## config.mk

```make
export PLATFORM = sky130hd
export DESIGN_NAME = ram_arbiter_flat
export DESIGN_NICKNAME = d
export VERILOG_FILES = /design/src/rtl/ram_arbiter_if.sv /design/src/rtl/ram_arbiter.sv /design/src/flat_wrapper.sv
export SDC_FILE = /design/constraint.sdc
export NUM_CORES = 1
export LEC_CHECK = 0
export CAP_MARGIN = 20
export CORE_MARGIN = 2
export CORE_UTILIZATION = 45
export CTS_CLUSTER_DIAMETER = 150
export CTS_CLUSTER_SIZE = 20
export DETAILED_ROUTE_END_ITERATION = 16
export PLACE_DENSITY = 0.82
export SYNTH_ARGS = -nofsm -noshare
export SYNTH_HDL_FRONTEND = slang
export SYNTH_SLANG_ARGS = --single-unit
```

## constraint.sdc

```tcl
create_clock -name CLK -period 9.44 [get_ports CLK]
set_clock_uncertainty 0.15 [all_clocks]
set_input_delay 0.944 -clock CLK [delete_from_list [all_inputs] [get_ports CLK]]
set_output_delay 0.944 -clock CLK [all_outputs]
set_load 0.03 [all_outputs]
```

## src/rtl/ram_arbiter_if.sv

```systemverilog
// ram_arbiter_if: fetch port, load/store port and RAM-side signals of ram_arbiter.
// master = core + RAM side driving requests/read data, slave = the arbiter.
interface ram_arbiter_if #(
    parameter int ADDR_W = 10
);
    logic              if_req;
    logic [31:0]       if_addr;
    logic              if_gnt;
    logic              if_rvalid;
    logic [31:0]       if_rdata;
    logic              d_req;
    logic              d_we;
    logic [3:0]        d_be;
    logic [31:0]       d_addr;
    logic [31:0]       d_wdata;
    logic              d_gnt;
    logic              d_rvalid;
    logic [31:0]       d_rdata;
    logic [ADDR_W-1:0] ram_address;
    logic [31:0]       ram_data_in;
    logic              ram_write_enable;
    logic [31:0]       ram_data_out;

    modport master (
        output if_req, if_addr, d_req, d_we, d_be, d_addr, d_wdata, ram_data_out,
        input  if_gnt, if_rvalid, if_rdata, d_gnt, d_rvalid, d_rdata,
        input  ram_address, ram_data_in, ram_write_enable
    );

    modport slave (
        input  if_req, if_addr, d_req, d_we, d_be, d_addr, d_wdata, ram_data_out,
        output if_gnt, if_rvalid, if_rdata, d_gnt, d_rvalid, d_rdata,
        output ram_address, ram_data_in, ram_write_enable
    );
endinterface

```

## src/rtl/ram_arbiter.sv

```systemverilog
// ram_arbiter: per-cycle arbiter sharing one combinational-read RAM between fetch and load/store,
// with a two-cycle read-modify-write for partial-word stores.
module ram_arbiter #(
    parameter int ADDR_W = 10
) (
    input logic          CLK,
    input logic          RESET,
    ram_arbiter_if.slave bus
);
    typedef enum logic {IDLE, RMW} state_t;

    state_t            state;
    logic              last;
    logic [ADDR_W-1:0] if_word, d_word, rmw_addr;
    logic [31:0]       rmw_old, rmw_new, merged, if_rdata, d_rdata;
    logic [3:0]        rmw_be;
    logic              idle, if_gnt, d_gnt, if_rvalid, d_rvalid, full, partial;
    logic              unused_addr_bits;

    assign if_word = bus.if_addr[ADDR_W+1:2];
    assign d_word  = bus.d_addr[ADDR_W+1:2];
    assign unused_addr_bits = ^{bus.if_addr[1:0], bus.if_addr[31:ADDR_W+2],
                                bus.d_addr[1:0], bus.d_addr[31:ADDR_W+2]};

    // last = 1 means D was granted most recently, so IF wins the next conflict
    assign idle    = state == IDLE && !RESET;
    assign d_gnt   = idle && bus.d_req && (!bus.if_req || !last);
    assign if_gnt  = idle && bus.if_req && (!bus.d_req || last);
    assign full    = bus.d_be == 4'hf;
    assign partial = bus.d_be != 4'h0 && !full;

    always_comb begin
        merged = rmw_old;
        for (int i = 0; i < 4; i++)
            merged[8*i +: 8] = rmw_be[i] ? rmw_new[8*i +: 8] : rmw_old[8*i +: 8];
    end

    assign bus.ram_write_enable = !RESET && (state == RMW || (d_gnt && bus.d_we && full));
    assign bus.ram_address      = state == RMW ? rmw_addr : d_gnt ? d_word : if_word;
    assign bus.ram_data_in      = state == RMW ? merged : bus.d_wdata;

    assign bus.if_gnt    = if_gnt;
    assign bus.d_gnt     = d_gnt;
    assign bus.if_rvalid = if_rvalid;
    assign bus.d_rvalid  = d_rvalid;
    assign bus.if_rdata  = if_rdata;
    assign bus.d_rdata   = d_rdata;

    always_ff @(posedge CLK or posedge RESET) begin
        if (RESET) begin
            state     <= IDLE;
            last      <= 1'b0;
            if_rvalid <= 1'b0;
            d_rvalid  <= 1'b0;
            if_rdata  <= '0;
            d_rdata   <= '0;
            rmw_addr  <= '0;
            rmw_old   <= '0;
            rmw_new   <= '0;
            rmw_be    <= '0;
        end else begin
            if_rvalid <= if_gnt;
            d_rvalid  <= state == RMW || (d_gnt && !(bus.d_we && partial));
            if (if_gnt) begin
                last     <= 1'b0;
                if_rdata <= bus.ram_data_out;
            end
            if (d_gnt) begin
                last <= 1'b1;
                if (!bus.d_we) d_rdata <= bus.ram_data_out;
            end
            if (d_gnt && bus.d_we && partial) begin
                state    <= RMW;
                rmw_addr <= d_word;
                rmw_old  <= bus.ram_data_out;
                rmw_new  <= bus.d_wdata;
                rmw_be   <= bus.d_be;
            end else begin
                state <= IDLE;
            end
        end
    end
endmodule
```

## src/flat_wrapper.sv

```systemverilog
// flat-port wrapper written by rule: the top's interface ports become plain ports
module ram_arbiter_flat 
#(
    parameter int ADDR_W = 10
)
  (CLK, RESET, bus_if_req, bus_if_addr, bus_d_req, bus_d_we, bus_d_be, bus_d_addr, bus_d_wdata, bus_ram_data_out, bus_if_gnt, bus_if_rvalid, bus_if_rdata, bus_d_gnt, bus_d_rvalid, bus_d_rdata, bus_ram_address, bus_ram_data_in, bus_ram_write_enable);
  ram_arbiter_if #(.ADDR_W(ADDR_W)) bus_i ();
  input logic CLK;
  input logic RESET;
  input wire logic [$bits(bus_i.if_req)-1:0] bus_if_req;
  input wire logic [$bits(bus_i.if_addr)-1:0] bus_if_addr;
  input wire logic [$bits(bus_i.d_req)-1:0] bus_d_req;
  input wire logic [$bits(bus_i.d_we)-1:0] bus_d_we;
  input wire logic [$bits(bus_i.d_be)-1:0] bus_d_be;
  input wire logic [$bits(bus_i.d_addr)-1:0] bus_d_addr;
  input wire logic [$bits(bus_i.d_wdata)-1:0] bus_d_wdata;
  input wire logic [$bits(bus_i.ram_data_out)-1:0] bus_ram_data_out;
  output wire logic [$bits(bus_i.if_gnt)-1:0] bus_if_gnt;
  output wire logic [$bits(bus_i.if_rvalid)-1:0] bus_if_rvalid;
  output wire logic [$bits(bus_i.if_rdata)-1:0] bus_if_rdata;
  output wire logic [$bits(bus_i.d_gnt)-1:0] bus_d_gnt;
  output wire logic [$bits(bus_i.d_rvalid)-1:0] bus_d_rvalid;
  output wire logic [$bits(bus_i.d_rdata)-1:0] bus_d_rdata;
  output wire logic [$bits(bus_i.ram_address)-1:0] bus_ram_address;
  output wire logic [$bits(bus_i.ram_data_in)-1:0] bus_ram_data_in;
  output wire logic [$bits(bus_i.ram_write_enable)-1:0] bus_ram_write_enable;
  assign bus_i.if_req = bus_if_req;
  assign bus_i.if_addr = bus_if_addr;
  assign bus_i.d_req = bus_d_req;
  assign bus_i.d_we = bus_d_we;
  assign bus_i.d_be = bus_d_be;
  assign bus_i.d_addr = bus_d_addr;
  assign bus_i.d_wdata = bus_d_wdata;
  assign bus_i.ram_data_out = bus_ram_data_out;
  assign bus_if_gnt = bus_i.if_gnt;
  assign bus_if_rvalid = bus_i.if_rvalid;
  assign bus_if_rdata = bus_i.if_rdata;
  assign bus_d_gnt = bus_i.d_gnt;
  assign bus_d_rvalid = bus_i.d_rvalid;
  assign bus_d_rdata = bus_i.d_rdata;
  assign bus_ram_address = bus_i.ram_address;
  assign bus_ram_data_in = bus_i.ram_data_in;
  assign bus_ram_write_enable = bus_i.ram_write_enable;
  ram_arbiter #(.ADDR_W(ADDR_W)) u_core (.CLK(CLK), .RESET(RESET), .bus(bus_i));
endmodule
```

-- Word level (Yosys, flattened, before mapping)
Index checks and enable logic that the tools add are counted.
- register bits: 146
- logic and storage cells: 48
- mux-type cells: 10
- reduce and logical (&&, ||, !) cells: 25
- bitwise operators: 2
- equal/unequal tests: 1
- operator list (kind ; number):
    $mux W32 ; 1
    $mux W8 ; 4
    $mux W10 ; 2
    $logic_and A1 B1 Y1 ; 12
    $logic_not A1 Y1 ; 6
    $eq A4 B4 Y1 const B ; 1
    $logic_or A1 B1 Y1 ; 4
    $reduce_bool A4 Y1 ; 1
    $mux W1 ; 3
    $not A1 Y1 ; 2
    $reduce_and A2 Y1 ; 1
    $reduce_bool A2 Y1 ; 1

-- Depth between registers and ports, before layout
- depth in word-level cells: 8
- mapped depth: 7
- gate-level depth less buffers: 5

-- Least setup slack after synthesis
OpenSTA, ideal clock, no wires.
- kind: input-to-output
- from: input port RESET
- to: output port bus_ram_address[4]
- buffers on the path: 1
- slack: 6337 ps
- required time: 8346 ps
- cell stages on the path: 6
- data arrival time: 2009 ps
- cells stage by stage: nor3b_2 nand2_1 inv_1 buf_2 a22oi_1 nand2_1
- cells in the longest elaborated chain, start to end: 6
- RTL lines (item ; RTL line ; text):
    start, declared ; flat_wrapper.sv:9 ; input logic RESET;
    $logic_not A1 Y1 ; ram_arbiter.sv:26 ; assign idle = state == IDLE && !RESET;
    $logic_and A1 B1 Y1 ; ram_arbiter.sv:26 ;
    $logic_and A1 B1 Y1 (2 in series) ; ram_arbiter.sv:27 ; assign d_gnt = idle && bus.d_req && (!bus.if_req || !last);
    via bus_d_gnt ; flat_wrapper.sv:21 ; output wire logic [$bits(bus_i.d_gnt)-1:0] bus_d_gnt;
    $mux W10 (2 in series) ; ram_arbiter.sv:39 ; assign bus.ram_address = state == RMW ? rmw_addr : d_gnt ? d_word : if_word;
    end, declared ; flat_wrapper.sv:24 ; output wire logic [$bits(bus_i.ram_address)-1:0] bus_ram_address;
The timed path passes the listed nets, and every way through them passes these cells.

-- Worst setup path in the final report
- from: input port RESET
- to: output port bus_ram_address[7]
- cells in the longest elaborated chain, start to end: 6
- RTL lines (item ; RTL line):
    $logic_not A1 Y1 ; ram_arbiter.sv:26
    $logic_and A1 B1 Y1 ; ram_arbiter.sv:26
    $logic_and A1 B1 Y1 (2 in series) ; ram_arbiter.sv:27
    $mux W10 (2 in series) ; ram_arbiter.sv:39
No other way between the ends.

==> results by group <==
Synthesis
  • FFs w/ async S/R, synth: 100%
  • Post-synth top flop: dfrtp_1
  • Synth cell types: 24
  • Synth area leader: dfrtp_1
  • Top cell type's share of synthesized area: 58.0%
  • Cell Area, Synth: 6300 sq um
  • Synth top area cells: dfrtp_1 (58%), mux2_2 (23%), mux2i_1 (5.1%), a21oi_1 (2.7%), mux2_4 (2.1%)
  • Yosys warnings: 0
  • Syn nets: 600
  • Seq/Total Area, Yosys: 58.0%
  • Post-synth EDFFs: 0
  • Synth Register Bits: 146
  • Cell count after synthesis: 463
  • Avg Inst Size Synth: 13.6 sq um

GRT
  • Largest net degree at the start of global routing: 83
  • Initial antenna violation count: 0
  • First-pass GRT wire length: 24400 um
  • Grt total ovfl: 0
  • Vias in the first global route: 4825
  • GRT Overall Usage: 21.2%

Timing
  • Max frequency: 228 MHz
  • Setup TNS Final: 0 ps
  • Relative slew margins: 44.1%
  • Final setup vio count: 0
  • RSZ-0062 raised after global routing: no
  • Slew at the pin closest to its max-slew limit: 839 ps
  • Final slew viol count: 0
  • Fin crit share: 46.5%
  • Final hold vios: 0
  • WHS: 344 ps
  • Final min period: 4390 ps

Routing
  • Final Routed Wirelength: 15100 um
  • DR vias/cell: 5.19
  • First-pass DRT Iterations: 4
  • Antenna-violating nets left: 0
  • Drt initial violations: 274
  • Residual DRC: 0
  • Avg WL per Cell: 17.6 um
  • Vias: 4446

CTS
  • H-tree depth: 4
  • CTS tree: yes
  • PostCTS Resize Cnt: 0
  • Worst-Skew Late Latency: 410 ps
  • CTS clk-pin slew, worst paths: 60 ps
  • Clk sinks: 146
  • Post CTS Setup Buffer Count: 0
  • Root Driver: clkbuf_16
  • CTS max path bufs: 2
  • Hold_buf cts: 0
  • TritonCTS Buffers: 17

Critical path
  • CP Buf/Inv Count: 2
  • Crit. End Element: primary output
  • Startpoint types: primary input
  • Worst path cell trace: clkdlybuf4s50_1 -> nor3b_2 -> a21oi_1 -> nand2_1 -> nand2_1 -> clkdlybuf4s50_1
  • Slowest CP cell: clkdlybuf4s50_1
  • Critical path class: in2out
  • Crit-path max FO: 10
  • CP delay by family, top: buffers and inverters
  • Crit-path max cell delay: 670 ps
  • Required time of the critical path: 8350 ps
  • Critical Path AT: 3300 ps

Finish
  • Filler instances: 1024
  • Ant. Diodes: 0
  • Area Overhead vs Synth: 44.5%
  • Layout cell share with drive strength beyond 1: 27.1%
  • Finished Cell Area: 9110 sq um
  • Nets: 800

Hold path
  • Hold WC Path Type: reg2reg

Power and ir drop
  • P_leak: 0.00387 uW
  • Maximum vdd drop: 0.150 mV
  • PD cells: 252 nW/um^2

Run status
  • Run status: finished, final reports clean

Flow run
  • Maxcap violations: 0

Place
  • PortBufs: 203
  • HPWL after detailed placement: 10400 um
  • Gpl congestion: 0.751
  • DP Area: 8490 sq um

Floorplan
  • Chip Width: 122 um
  • Starting Density: 45.7%
  • Area of the core: 13800 sq um
  • DIE AREA: 15000 sq um
  • FP Rows: 43
  • Boundary Pins: 248
  • Die height: 122 um
## placed cells by master (no fill, tap or decap)
master / n
clkinv_4: 1
clkbuf_16: 17
nor2_1: 35
inv_6: 2
bufinv_16: 3
buf_12: 1
or4_1: 1
nand2b_1: 1
dfrtp_1: 145
nand4_1: 1
a22oi_1: 10
mux2_4: 9
nor2_4: 2
a21o_1: 1
clkdlybuf4s50_1: 203
o32a_1: 1
clkinv_2: 5
nand3_2: 2
mux2_2: 130
mux2i_1: 32
clkbuf_1: 1
buf_16: 1
nor3b_2: 1
a21oi_1: 34
nand2_1: 22
buf_4: 4
inv_1: 3
clkinvlp_4: 4
mux2_1: 3
dfrtp_2: 1
## cells by family after synthesis
kind of cell,synth area share [%]
compound gates,4.17
flops,58.0
mux,31.0
buf+inv,2.40
simple gates,4.43
## report_power, final
group / leakage [uW] / switching (uW) / internal [uW]
Combinational: 0.00185 / 343 / 371
Clock: 0.000282 / 253 / 414
Sequential: 0.00174 / 114 / 801
## path summary, 6_finish.rpt
check | from | endpoint | slack, ps | cells after the start
worst max register to register | u_core.state | u_core.rmw_old[6] | 6790 | 6
worst min register to register | u_core.bus.d_rdata[15] | u_core.bus.d_rdata[15] | 340 | 1
min in group asynchronous | RESET | u_core.rmw_addr[7] | 1040 | 2
worst min-delay path | u_core.bus.d_rdata[15] | u_core.bus.d_rdata[15] | 340 | 1
worst max-delay path | RESET | bus_ram_address[7] | 5050 | 6
max in group asynchronous | RESET | u_core.bus.if_rdata[6] | 6800 | 3
## stage by stage
| stage | cells | setup slack (ps) | utilization (%) | total power (uW) |
|---|---|---|---|---|
| after floorplan | 463 | 4420 | - | 1350 |
| after global placement | 822 | 5130 | 61.5 | 1610 |
| after detailed placement | 823 | 5020 | 61.6 | 1640 |
| after CTS | 855 | 5010 | 65.9 | 2320 |
| after global routing | 856 | 4870 | 66.1 | 2410 |
| final | 856 | 5050 | 66.1 | 2300 |
## flip-flops by register name, indices dropped and copies added (netlist names)
register	flops
u_core.state	1
u_core.last	1
u_core.rmw_new	32
u_core.rmw_old	32
u_core.bus.if_rvalid	1
u_core.bus.d_rdata	32
u_core.bus.if_rdata	32
u_core.rmw_addr	10
u_core.rmw_be	4
u_core.bus.d_rvalid	1
## Yosys cell counts, drive strengths merged (2+ instances only)
cell and number:
a21oi 34, a22oi 10, buf 20, clkbuf 8
dfrtp 146, inv 4, mux2 142, mux2i 32
nand2 22, nand3 2, nor2 37
## final cells by class
class	instances	area [sq um]	share of cell area [%]
Clock buffer	18	429	4.71
Clock inverter	14	163	1.79
Inverter	4	20.0	0.220
Multi-Input combinational cell	285	2500	27.5
Sequential cell	146	3650	40.1
Tap cell	180	225	2.47
Timing Repair Buffer	209	2110	23.2
## metal layers
layer | vias to the layer above | GRT usage (%) | routed length [um]
met2 | 141 | 36.0 | 7650
met5 | - | 0 | 0
li1 | 2042 | - | -
met1 | 2237 | 25.1 | 6020
met4 | 0 | 8.62 | 314
met3 | 26 | 6.51 | 1070
Note: power is estimated with default switching activity, not from simulation.
